[src/rtl/control_pipe.sv]
// Pipelined MIPS control unit: combinational ID decode feeding registered EX/MEM/WB
// control stages, with load-use interlock, multi-cycle mult/div sequencing and flush.
module control_pipe #(
    parameter int MULDIV_LAT = 4,
    parameter int HAS_MULDIV = 1,
    parameter int REGW       = 5
) (
    input  logic            clock,
    input  logic            reset,
    input  logic            id_valid,
    input  logic [5:0]      op,
    input  logic [5:0]      fn,
    input  logic [REGW-1:0] rs,
    input  logic [REGW-1:0] rt,
    input  logic [REGW-1:0] rd,
    input  logic            flush,
    output logic            stall,
    output logic            illegal,
    output logic [2:0]      ex_aluop,
    output logic [1:0]      ex_shiftop,
    output logic            ex_selimregb,
    output logic            ex_selalushift,
    output logic            ex_unsig,
    output logic [2:0]      ex_compop,
    output logic [1:0]      ex_selbrjumpz,
    output logic [1:0]      ex_selpctype,
    output logic [1:0]      ex_selregdest,
    output logic            ex_muldiv,
    output logic            mem_readmem,
    output logic            mem_writemem,
    output logic            wb_writereg,
    output logic            wb_writeov,
    output logic [2:0]      wb_selwsource,
    output logic [REGW-1:0] wb_dest
);

    localparam logic [2:0] ALU_ADD = 3'd1;
    localparam logic [2:0] ALU_SUB = 3'd2;
    localparam logic [2:0] ALU_AND = 3'd3;
    localparam logic [2:0] ALU_OR  = 3'd4;
    localparam logic [2:0] ALU_XOR = 3'd5;
    localparam logic [2:0] ALU_NOR = 3'd6;
    localparam logic [2:0] ALU_SLT = 3'd7;
    localparam logic [3:0] LAT_M1  = 4'(MULDIV_LAT - 1);

    typedef struct packed {
        logic            writereg;
        logic            writeov;
        logic [2:0]      selwsource;
        logic [REGW-1:0] dest;
    } wb_t;

    typedef struct packed {
        logic readmem;
        logic writemem;
        wb_t  w;
    } mem_t;

    typedef struct packed {
        logic [2:0] aluop;
        logic [1:0] shiftop;
        logic       selimregb;
        logic       selalushift;
        logic       unsig;
        logic [2:0] compop;
        logic [1:0] selbrjumpz;
        logic [1:0] selpctype;
        logic [1:0] selregdest;
        logic       muldiv;
        mem_t       m;
    } ctrl_t;

    typedef enum logic {IDLE = 1'b0, BUSY = 1'b1} state_t;

    ctrl_t  dec;
    logic   dec_ill;
    ctrl_t  ex_q, ex_d;
    mem_t   mem_q, mem_d;
    wb_t    wb_q, wb_d;
    logic   illegal_q, illegal_d;
    state_t state_q, state_d;
    logic [3:0] cnt_q, cnt_d;
    logic   hold, load_use, accept;

    always_comb begin
        dec     = '0;
        dec_ill = 1'b0;
        case (op)
            6'h00: begin
                dec.m.w.writereg = 1'b1;
                case (fn)
                    6'h20: begin dec.aluop = ALU_ADD; dec.m.w.writeov = 1'b1; end
                    6'h21: begin dec.aluop = ALU_ADD; dec.unsig = 1'b1; end
                    6'h22: begin dec.aluop = ALU_SUB; dec.m.w.writeov = 1'b1; end
                    6'h23: begin dec.aluop = ALU_SUB; dec.unsig = 1'b1; end
                    6'h24: dec.aluop = ALU_AND;
                    6'h25: dec.aluop = ALU_OR;
                    6'h26: dec.aluop = ALU_XOR;
                    6'h27: dec.aluop = ALU_NOR;
                    6'h2a: dec.aluop = ALU_SLT;
                    6'h2b: begin dec.aluop = ALU_SLT; dec.unsig = 1'b1; end
                    6'h00: begin dec.selalushift = 1'b1; dec.shiftop = 2'b00; end
                    6'h02: begin dec.selalushift = 1'b1; dec.shiftop = 2'b01; end
                    6'h03: begin dec.selalushift = 1'b1; dec.shiftop = 2'b10; end
                    6'h08: begin
                        dec.m.w.writereg = 1'b0;
                        dec.selbrjumpz   = 2'b11;
                        dec.selpctype    = 2'b11;
                    end
                    6'h10: begin dec.m.w.selwsource = 3'b010; dec_ill = (HAS_MULDIV == 0); end
                    6'h12: begin dec.m.w.selwsource = 3'b011; dec_ill = (HAS_MULDIV == 0); end
                    6'h18, 6'h19, 6'h1a, 6'h1b: begin
                        dec.m.w.writereg = 1'b0;
                        dec.muldiv       = 1'b1;
                        dec.unsig        = fn[0];
                        dec_ill          = (HAS_MULDIV == 0);
                    end
                    default: dec_ill = 1'b1;
                endcase
            end
            6'h08, 6'h09, 6'h0a, 6'h0b, 6'h0c, 6'h0d, 6'h0e, 6'h0f, 6'h23: begin
                dec.selimregb    = 1'b1;
                dec.selregdest   = 2'b01;
                dec.m.w.writereg = 1'b1;
                case (op)
                    6'h08: begin dec.aluop = ALU_ADD; dec.m.w.writeov = 1'b1; end
                    6'h09: begin dec.aluop = ALU_ADD; dec.unsig = 1'b1; end
                    6'h0a: dec.aluop = ALU_SLT;
                    6'h0b: begin dec.aluop = ALU_SLT; dec.unsig = 1'b1; end
                    6'h0c: dec.aluop = ALU_AND;
                    6'h0d: dec.aluop = ALU_OR;
                    6'h0e: dec.aluop = ALU_XOR;
                    6'h0f: dec.m.w.selwsource = 3'b100;
                    default: begin
                        dec.aluop          = ALU_ADD;
                        dec.m.readmem      = 1'b1;
                        dec.m.w.selwsource = 3'b001;
                    end
                endcase
            end
            6'h2b: begin dec.aluop = ALU_ADD; dec.selimregb = 1'b1; dec.m.writemem = 1'b1; end
            6'h04: begin dec.selbrjumpz = 2'b01; dec.selpctype = 2'b01; dec.compop = 3'b000; end
            6'h05: begin dec.selbrjumpz = 2'b01; dec.selpctype = 2'b01; dec.compop = 3'b001; end
            6'h02: begin dec.selbrjumpz = 2'b10; dec.selpctype = 2'b10; end
            6'h03: begin
                dec.selbrjumpz     = 2'b10;
                dec.selpctype      = 2'b10;
                dec.selregdest     = 2'b10;
                dec.m.w.writereg   = 1'b1;
                dec.m.w.selwsource = 3'b101;
            end
            default: dec_ill = 1'b1;
        endcase
        case (dec.selregdest)
            2'b01:   dec.m.w.dest = rt;
            2'b10:   dec.m.w.dest = REGW'(31);
            default: dec.m.w.dest = rd;
        endcase
        if (dec_ill) begin
            dec = '0;
        end
    end

    // A held mult/div keeps EX until its last cycle (counter at 0), when EX advances normally.
    assign hold     = (state_q == BUSY) && (cnt_q != 4'd0);
    assign load_use = ex_q.m.readmem && (ex_q.m.w.dest != '0) && id_valid &&
                      ((ex_q.m.w.dest == rs) || (ex_q.m.w.dest == rt));
    assign stall    = !flush && (hold || load_use);
    assign accept   = id_valid && !stall && !flush;

    always_comb begin
        ex_d             = ex_q;
        mem_d            = '0;
        wb_d             = mem_q.w;
        wb_d.writereg    = mem_q.w.writereg && (mem_q.w.dest != '0);
        illegal_d        = 1'b0;
        state_d          = state_q;
        cnt_d            = cnt_q;
        if (hold) begin
            cnt_d = cnt_q - 4'd1;
        end else begin
            mem_d     = ex_q.m;
            ex_d      = '0;
            illegal_d = accept && dec_ill;
            if (accept) begin
                ex_d = dec;
            end
            if (ex_d.muldiv && (MULDIV_LAT > 1)) begin
                state_d = BUSY;
                cnt_d   = LAT_M1;
            end else begin
                state_d = IDLE;
                cnt_d   = 4'd0;
            end
        end
    end

    always_ff @(posedge clock) begin
        if (!reset) begin
            state_q   <= IDLE;
            cnt_q     <= 4'd0;
            ex_q      <= '0;
            mem_q     <= '0;
            wb_q      <= '0;
            illegal_q <= 1'b0;
        end else begin
            state_q   <= state_d;
            cnt_q     <= cnt_d;
            ex_q      <= ex_d;
            mem_q     <= mem_d;
            wb_q      <= wb_d;
            illegal_q <= illegal_d;
        end
    end

    assign illegal        = illegal_q;
    assign ex_aluop       = ex_q.aluop;
    assign ex_shiftop     = ex_q.shiftop;
    assign ex_selimregb   = ex_q.selimregb;
    assign ex_selalushift = ex_q.selalushift;
    assign ex_unsig       = ex_q.unsig;
    assign ex_compop      = ex_q.compop;
    assign ex_selbrjumpz  = ex_q.selbrjumpz;
    assign ex_selpctype   = ex_q.selpctype;
    assign ex_selregdest  = ex_q.selregdest;
    assign ex_muldiv      = ex_q.muldiv;
    assign mem_readmem    = mem_q.readmem;
    assign mem_writemem   = mem_q.writemem;
    assign wb_writereg    = wb_q.writereg;
    assign wb_writeov     = wb_q.writeov;
    assign wb_selwsource  = wb_q.selwsource;
    assign wb_dest        = wb_q.dest;

endmodule

[config.mk]
export PLATFORM = sky130hd
export DESIGN_NAME = control_pipe
export DESIGN_NICKNAME = d
export VERILOG_FILES = /design/src/rtl/control_pipe.sv
export SDC_FILE = /design/constraint.sdc
export NUM_CORES = 1
export LEC_CHECK = 0
export BUFFER_PORTS_ARGS = -buffer_cell sky130_fd_sc_hd__buf_2
export CELL_PAD_IN_SITES_DETAIL_PLACEMENT = 1
export CELL_PAD_IN_SITES_GLOBAL_PLACEMENT = 1
export CORE_ASPECT_RATIO = 1.1
export CORE_UTILIZATION = 40
export CTS_BUF_LIST = sky130_fd_sc_hd__clkbuf_8
export CTS_CLUSTER_DIAMETER = 150
export DETAILED_ROUTE_END_ITERATION = 8
export MAX_ROUTING_LAYER = met4
export PLACE_DENSITY = 0.85
export SLEW_MARGIN = 40
export SYNTH_ARGS = -nofsm -noshare
export SYNTH_HDL_FRONTEND = slang
export SYNTH_SLANG_ARGS = --single-unit
[constraint.sdc]
create_clock -name clock -period 3.2 [get_ports clock]
set_input_delay 0.64 -clock clock [delete_from_list [all_inputs] [get_ports clock]]
set_output_delay 0.64 -clock clock [all_outputs]
set_load 0.005 [all_outputs]
Yosys cells after proc, flatten, opt, wreduce, memory -nomap -nowiden. Index checks and enable logic that the tools add are counted.

Register bits: 58. Output and inout port bits: 32. Logic and storage cells: 143.

Add/subtract/negate cells: 1. Eq/ne operators: 37. Multiplexer cells: 37. Bitwise logic cells: 1. Reduce and logical (&&, ||, !) cells: 38.

Operators by type and width (count): $mux W30 (3); $eq A6 B6 Y1 const B (12); $eq A6 B4 Y1 const B (9); $eq A6 B5 Y1 const B (6); $eq A6 B2 Y1 const B (4); $pmux W3 S7 (1); $reduce_or A10 Y1 (2); $reduce_or A20 Y1 (1); $pmux W3 S3 (2); $reduce_or A2 Y1 (9); $mux W1 (15); $pmux W3 S5 (1); $reduce_or A14 Y1 (1); $eq A6 B3 Y1 const B (2); $logic_not A6 Y1 (2); $pmux W2 S2 (3); $pmux W4 S3 (1); $eq A5 B5 Y1 (2); $pmux W1 S2 (5); $pmux W5 S2 (1); $reduce_bool A5 Y1 (2); $logic_and A1 B1 Y1 (9); $reduce_or A9 Y1 (1); $mux W4 (2); 14 further kinds (18).

Logic depth before layout (Yosys ltp). Gate-level depths: netlist (run 1).

Depth in word-level cells: 13. Gate-level depth with buffers: 10. Depth with buffers taken out: 9.

Worst setup path after synthesis (run 1). Ideal clock, no wire load.

Kind: input -> register. Start point: input op[4]. End point: register ex_q[4] in the netlist's numbering. Setup time: 0.117 ns. Data arrival time: 2.295 ns. Path slack: 0.788 ns. Stages on the path: 9. Buffers on the path: 3. Path through: clkbuf_1 -> or2_2 -> clkbuf_1 -> nor2_1 -> inv_1 -> ha_1 -> buf_1 -> o21ai_0 -> a22o_1.

Word-level cells in the longest chain between the ends: 8. Elaborated cells on any way between the ends: 25. Those cells by class: eq/ne (16); mux (6); reduce/logical (3).

Ends and longest elaborated chain: start, declared (RTL line 11) `input logic [5:0] op,`; $eq A6 B4 Y1 / $eq A6 B6 Y1 (equally long branches) (RTL line 88) `case (op)`; $reduce_or A9 Y1 (RTL line 88); $pmux W2 S2 (RTL line 88); $eq A2 B2 Y1 / $eq A2 B1 Y1 (equally long branches) (RTL line 154) `case (dec.selregdest)`; $pmux W5 S2 (RTL line 154); $mux W30 * (RTL line 159) `if (dec_ill) begin`; $mux W30 * (RTL line 185) `if (accept) begin`; $mux W30 * (RTL line 179) `if (hold) begin`; end signal, assigned (RTL line 202) `ex_q <= '0;`; end signal, assigned (RTL line 209) `ex_q <= ex_d;`; end, declared (RTL line 77) `ctrl_t ex_q, ex_d;`.

Mark *: on every way between the ends. The rest lies on a longest branch, timed or not. The select of a mux whose other input is x is not followed. A chain may end at the register's enable or synchronous reset.

Worst setup path after layout (run 1).
Start point: register ex_q[4] in the netlist's numbering. End point: output stall.

Word-level cells in the longest chain between the ends: 6. Elaborated cells on any way between the ends: 9. Those cells by class: eq/ne (2); reduce/logical (7).

Ends and longest elaborated chain: $reduce_bool A5 Y1 (RTL line 166) `assign load_use = ex_q.m.readmem && (ex_q.m.w.dest != '0) && id_valid &&`; $logic_and A1 B1 Y1 (2 in series) (RTL line 166); $logic_and A1 B1 Y1 * (RTL line 166); $logic_or A1 B1 Y1 * (RTL line 168) `assign stall = !flush && (hold || load_use);`; $logic_and A1 B1 Y1 * (RTL line 168); end, declared (RTL line 17) `output logic stall,`.

Mark *: on every way between the ends. The rest lies on a longest branch, timed or not.

==> results.md, run 1 <==
- Status: complete, no violations
- Hold path cells: 1
- Clock slew at the register clock pins of the worst setup and hold paths: 0.10 ns
- CTS tree: done
- NetSw: 0.308 mW
- Post-Layout Cell Count: 419
- FF-to-FF Start: cnt_q[0]
- Vias: 2,279
- Met3 WL post-DR: 252 um
- Syn_area_per_cell: 8.57 um^2
- Critical Path End Type: output port
- Critical Path Start Type: flop
- RSZ-0062 raised after global routing: false
- Critical path required time: ~2.6 ns
- Main flop type after synthesis: dfxtp_1
- WHS: between 0.4 and 0.5 ns
- Initial antenna violation count: 0
- Final setup fails: 0
- Worst-path fanout max: 9
- Fillers: ~800
- Crit path to: stall
- Worst path max stage delay: roughly 0.50 ns
- Final Util: 46.9%
- Async S/R FF share, synth: 0%
- #FFs+latches synth: 53
- Layout Skew: 0.00977 ns
- Synth warn: 0
- Worst r2r path cells: 7
- Syn Inst Count: 298
- Post-synth EDFFs: 0
- Clock Path Buffers: 2
- Final hold violations: 0
- Final setup margin: 0.555 ns
- Final instance area: ~2900 um^2
- Share of total power in combinational logic: 10.3%
- Tcrit/Tclk final: 82.6%
- DRT iter0 DRCs: 69
- Slowest CP cell: dfxtp_1
- HPWL Detailed: 4880 um
- Critical Path Source: ex_q[4]
- CP arrival: 2.00 ns
- Initial Util: 41.5%
- WL/cell: 15.5 um
- Yosys top cell area share: 41.5%
- # DRC: 0
- TritonCTS buffer count: 5
- Synth unique cells: 45
- Post-CTS setup buffers: 0
- Ant diodes: 0
- I/O Pins: 63
- Max Used Layer: met4
- RR Endpoint: ex_q[3]
- Most common cell in the netlist: dfxtp_1
- Max Cap Viol: 0
- GRT Overall Usage: 20.5%
- Power per cell area: 406 nW/um^2
- Area contributors post-synth: dfxtp_1 42%, a22o_1 5.5%, buf_4 4.1%
- Number of global-route vias before repair: 2,200
- Tightest Hold Check Type: flop to flop
- Number of vias per cell: 5.44
- Number of port buffers: 60
- H-tree depth: 2
- Post-route minimum period: 2.64 ns
- Clock Power Share: 33.2%
- Pwr Total: 1.17 mW
- CTS Root Cell: clkbuf_8
- Clock Sinks: 53
- Post-CTS sizing: 0
- Relative slew slack: around 65%
- Die ar.: ~6700 um^2
- Met2 WL: 3230 um
- Global-route wire length before repair: 10,500 um
- Dpl cells: 411
- Sw Share: 26.3%
- Peak VDD IR: approximately 0.15 mV
- DR pass1 iterations: 4
- DP Area: 2790 um^2
- Gr ovfl total: 0
- Rows: 30
- FMAX: between 0.3 and 0.4 GHz
- Placer Congestion: 0.873
- Layout cells sized above 1: 22.4%
- Most frequent cells after synthesis: 53 x dfxtp_1, 26 x nand2_1, 18 x nor2_1, 17 x o21ai_0, 16 x a22o_1
- Antenna-violating nets left: 0
- Skew-Pair Late Insertion Delay: 0.32 ns
- Yosys top cell by area: dfxtp_1
- Power Internal: 0.865 mW
- Core ar.: 6160 um^2
- Leak pwr: 1.28 nW
- Post-Route WL: 6510 um
- Power share of the sequential group: 56.6%
- CP Cell Sequence: xnor2_1 -> nand3_1 -> o22ai_1 -> o2111ai_4 -> a21oi_1 -> buf_2
- Wire length on met1: roughly 2900 um
- Worst slew pin tran: 0.516 ns
- Die Span Y: about 86 um
- Type of the worst setup path: flop to output port
- Fin nets: 373
- Die Wd: 78.2 um
- Pin count of the biggest net entering global routing: 27
- Pre-CTS setup slack: 0.641 ns
- Reg2reg setup slack: 0.98 ns
- Hold-fix buffers, CTS: 0
- Mapped Area: 2550 um^2
- Layout area overhead: 13.0%
- Total negative setup slack: 0 ns
- Max Slew Vio Count: 0
- Seq/Total Area, Yosys: between 40% and 50%
-- metal layers --
metal / up-vias / track usage, %
met1: 1098 / 25.5
met5: - / -
met3: 14 / 3.83
met2: 53 / 33.6
li1: 1114 / -
met4: 0 / 6.73
-- layout by cell type (no fill, tap or decap), types with 4 or more instances in the layout --
master / count
ha_1: 4
a21oi_1: 15
o22ai_1: 4
buf_2: 60
clkbuf_8: 5
dfxtp_1: 53
and2_1: 10
a22o_1: 16
o21ai_1: 4
nand2b_1: 5
nand3_1: 10
xnor2_1: 12
nand4_1: 4
and3_1: 15
nor3_1: 9
nor2_1: 18
nor2b_1: 5
nand2_1: 26
inv_1: 9
o21ai_0: 17
-- cell families (layout without fill, tap and decap cells) --
family	after synthesis	count (layout)	synth area share, %
buffers and inverters	39	79	8.42
muxes	1	1	0.392
and+or+nand+nor	113	113	22.8
adders and majority gates	4	4	1.96
DFF	53	53	41.5
xor gates and xnor gates	14	14	4.80
AOI/OAI and AO/OA	73	73	19.9
other	1	2	0.147
-- worst max-delay path, delay by kind of cell, from the launching register on --
kind | cells | cell delay [ns]
buffers and inverters | 1 | 0.15
AND/OR/NAND/NOR | 1 | 0.11
AO/OA/AOI/OAI | 3 | 0.78
flip-flops | 1 | 0.50
XOR/XNOR | 1 | 0.17
-- flip-flops by register name, summed over array words and instances (netlist names), 2 cells and up --
register       flops
ex_q              12
mem_q             10
wb_dest            5
cnt_q              4
ex_aluop           3
wb_selwsource      3
ex_selbrjumpz      2
ex_selregdest      2
ex_shiftop         2
-- power groups by stage --
stage	combinational [mW]	clock, mW	sequential [mW]
floorplan	0.0769	0	0.678
global placement	0.114	0	0.679
detailed placement	0.118	0	0.679
CTS	0.119	0.399	0.663
global route	0.133	0.429	0.664
finish	0.120	0.389	0.663
-- layout make-up --
type                    count  area (um^2)  area share, %
clock buffers               5         68.8           2.38
well taps                  80          100           3.47
inverters                   9         33.8           1.17
repair buffers             62          315           10.9
flip-flops and latches     53         1060           36.8
clock inverters             3         25.0          0.867
multi-input cells         207         1280           44.4
-- worst min path at each step --
| stage | from | endpoint |
|---|---|---|
| CTS | mem_q[7] | wb_selwsource[2] |
| floorplan | mem_q[5] | wb_selwsource[0] |
| finish | mem_q[9] | wb_writereg |
| detailed placement | mem_q[7] | wb_selwsource[2] |
| global route | mem_q[3] | wb_dest[3] |
| global placement | mem_q[8] | wb_writeov |
Power figures use the tool's default switching activity.
==> run 2: changes to the inputs <==
Clock period 3.2 ns to 2.65 ns, I/O delays scaled along.
==> results.md, run 2 (synthesis gave the netlist of run 1 again) <==
- Status: complete, no violations
- GRT Overall Usage: approximately a fifth
- TritonCTS buffer count: 5
- Power per cell area: 489 nW/um^2
- Routing usage on met2: 35.8%
- Clock Path Buffers: 2
- I/O Pins: 63
- Critical path required time: 2.12 ns
- Hold-fix buffers, CTS: 0
- Total negative setup slack: 0 ns
- Die Wd: ~78 um
- Clock slew at the register clock pins of the worst setup and hold paths: 0.10 ns
- Most common cell after layout, fill and taps aside: buf_2
- Slowest CP cell: dfxtp_1
- WL/cell: 15.5 um
- RSZ-0062 raised after global routing: false
- # DRC: 0
- Global-route wire length before repair: 10,800 um
- GRT met3 Usage: 3.30%
- Core ar.: 6160 um^2
- Placer Congestion: 0.883
- Power Internal: 1.05 mW
- CTS Root Cell: clkbuf_8
- Gr ovfl total: 0
- Post-route minimum period: 2.54 ns
- Clock Power Share: 33.1%
- Commonest non-fill, non-tap cells in the layout: 60 x buf_2, 53 x dfxtp_1, 26 x nand2_1, 18 x nor2_1, 17 x o21ai_0
- Critical Path Start Type: flop
- Antenna-violating nets left: 0
- Pin count of the biggest net entering global routing: 27
- Tcrit/Tclk final: 95.8%
- Post-CTS sizing: 0
- NetSw: ~0.37 mW
- Post-Route WL: roughly 6500 um
- Final setup fails: 0
- FMAX: just under 0.4 GHz
- Max Cap Viol: 0
- Type of the worst setup path: flop to output port
- Tightest Hold Check Type: flop to flop
- Worst path max stage delay: 0.53 ns
- Rows: 30
- Vias: 2,273
- Max Slew Vio Count: 0
- Final hold violations: 0
- Layout Skew: 0.0109 ns
- Largest reg by FF count: ex_q
- Layout cells sized above 1: ~23%
- Die ar.: 6710 um^2
- Ant diodes: 0
- DR pass1 iterations: 4
- DRT iter0 DRCs: 96
- Initial Util: 41.5%
- WHS: 0.443 ns
- CTS tree: done
- Number of vias per cell: 5.41
- CP Cell Sequence: xnor2_1 -> nand3_1 -> o22ai_1 -> o2111ai_4 -> a21oi_1 -> buf_2
- Share of total power in combinational logic: 10.4%
- CP arrival: 2.01 ns
- H-tree depth: 2
- Fin nets: 374
- Fillers: 780
- Largest register FFs: 12
- Most used routing layer: met2
- Critical Path End Type: output port
- Met1 usage: 25.7%
- Leak pwr: 1.29 nW
- Layout area overhead: 13.3%
- Number of port buffers: 60
- Post-CTS setup buffers: 0
- Clock Sinks: 53
- Hold path cells: 1
- Sw Share: 26.1%
- Worst r2r path cells: 6
- Initial antenna violation count: 0
- Worst-path fanout max: 9
- Power share of the sequential group: around 57%
- HPWL Detailed: 5010 um
- Die Span Y: 85.8 um
- Skew-Pair Late Insertion Delay: 0.31 ns
- Number of global-route vias before repair: 2,214
- Peak VDD IR: 0.195 mV
-- run 2: changes by cell type in the layout (fill, tap and decap cells not counted), sizes merged --
cell	before	now
buf	62	63
clkinv	1	0
clkinvlp	1	2
-- run 2: path summary, 6_finish.rpt --
kind	startpoint	end	slack [ns]
max	ex_q[4]	stall	0.11
min	mem_q[7]	wb_selwsource[2]	0.44
max reg2reg	ex_q[4]	ex_q[11]	0.51
min reg2reg	mem_q[7]	wb_selwsource[2]	0.44
-- run 2: power by group through the flow --
| stage | combinational, mW | sequential [mW] | clock [mW] |
|---|---|---|---|
| floorplan | 0.0929 | 0.819 | 0 |
| global placement | 0.140 | 0.819 | 0 |
| detailed placement | 0.145 | 0.819 | 0 |
| CTS | 0.146 | 0.801 | 0.485 |
| global route | 0.163 | 0.802 | 0.516 |
| finish | 0.147 | 0.801 | 0.469 |
-- run 2: per-stage QoR --
step | setup WS [ns] | power [mW] | cells | cell area [um^2] | utilization, %
global placement | 0.278 | 0.959 | 412 | 2800 | 45.5
floorplan | 0.348 | 0.912 | 299 | 2560 | -
CTS | 0.127 | 1.43 | 420 | 2900 | 47.0
detailed placement | 0.166 | 0.964 | 412 | 2800 | 45.5
global route | 0.0319 | 1.48 | 420 | 2900 | 47.0
finish | 0.111 | 1.42 | 420 | 2900 | 47.0
-- run 2: critical path: cells and delay by family, from the launching register on --
family,cells,cell delay (ns)
DFF,1,0.53
and+or+nand+nor,1,0.12
xor gates and xnor gates,1,0.17
buffers and inverters,1,0.14
AOI/OAI and AO/OA,3,0.75
-- run 2: layer usage --
| layer | up-vias | wire length, um | share of wire, % |
|---|---|---|---|
| met5 | - | 0 | 0 |
| met4 | 0 | 73 | 1.1 |
| met3 | 6 | 219 | 3.4 |
| met2 | 55 | 3330 | 51 |
| li1 | 1119 | - | - |
| met1 | 1093 | 2890 | 44 |
-- run 2: area by class of cell --
| class | count | area [um^2] | share of cell area (%) |
|---|---|---|---|
| timing repair buffer | 63 | 323 | 11.1 |
| clock buffer | 5 | 68.8 | 2.38 |
| sequential | 53 | 1060 | 36.6 |
| clock inverter | 3 | 26.3 | 0.908 |
| multi-input combinational | 207 | 1280 | 44.3 |
| tap | 80 | 100 | 3.46 |
| inverter | 9 | 33.8 | 1.17 |
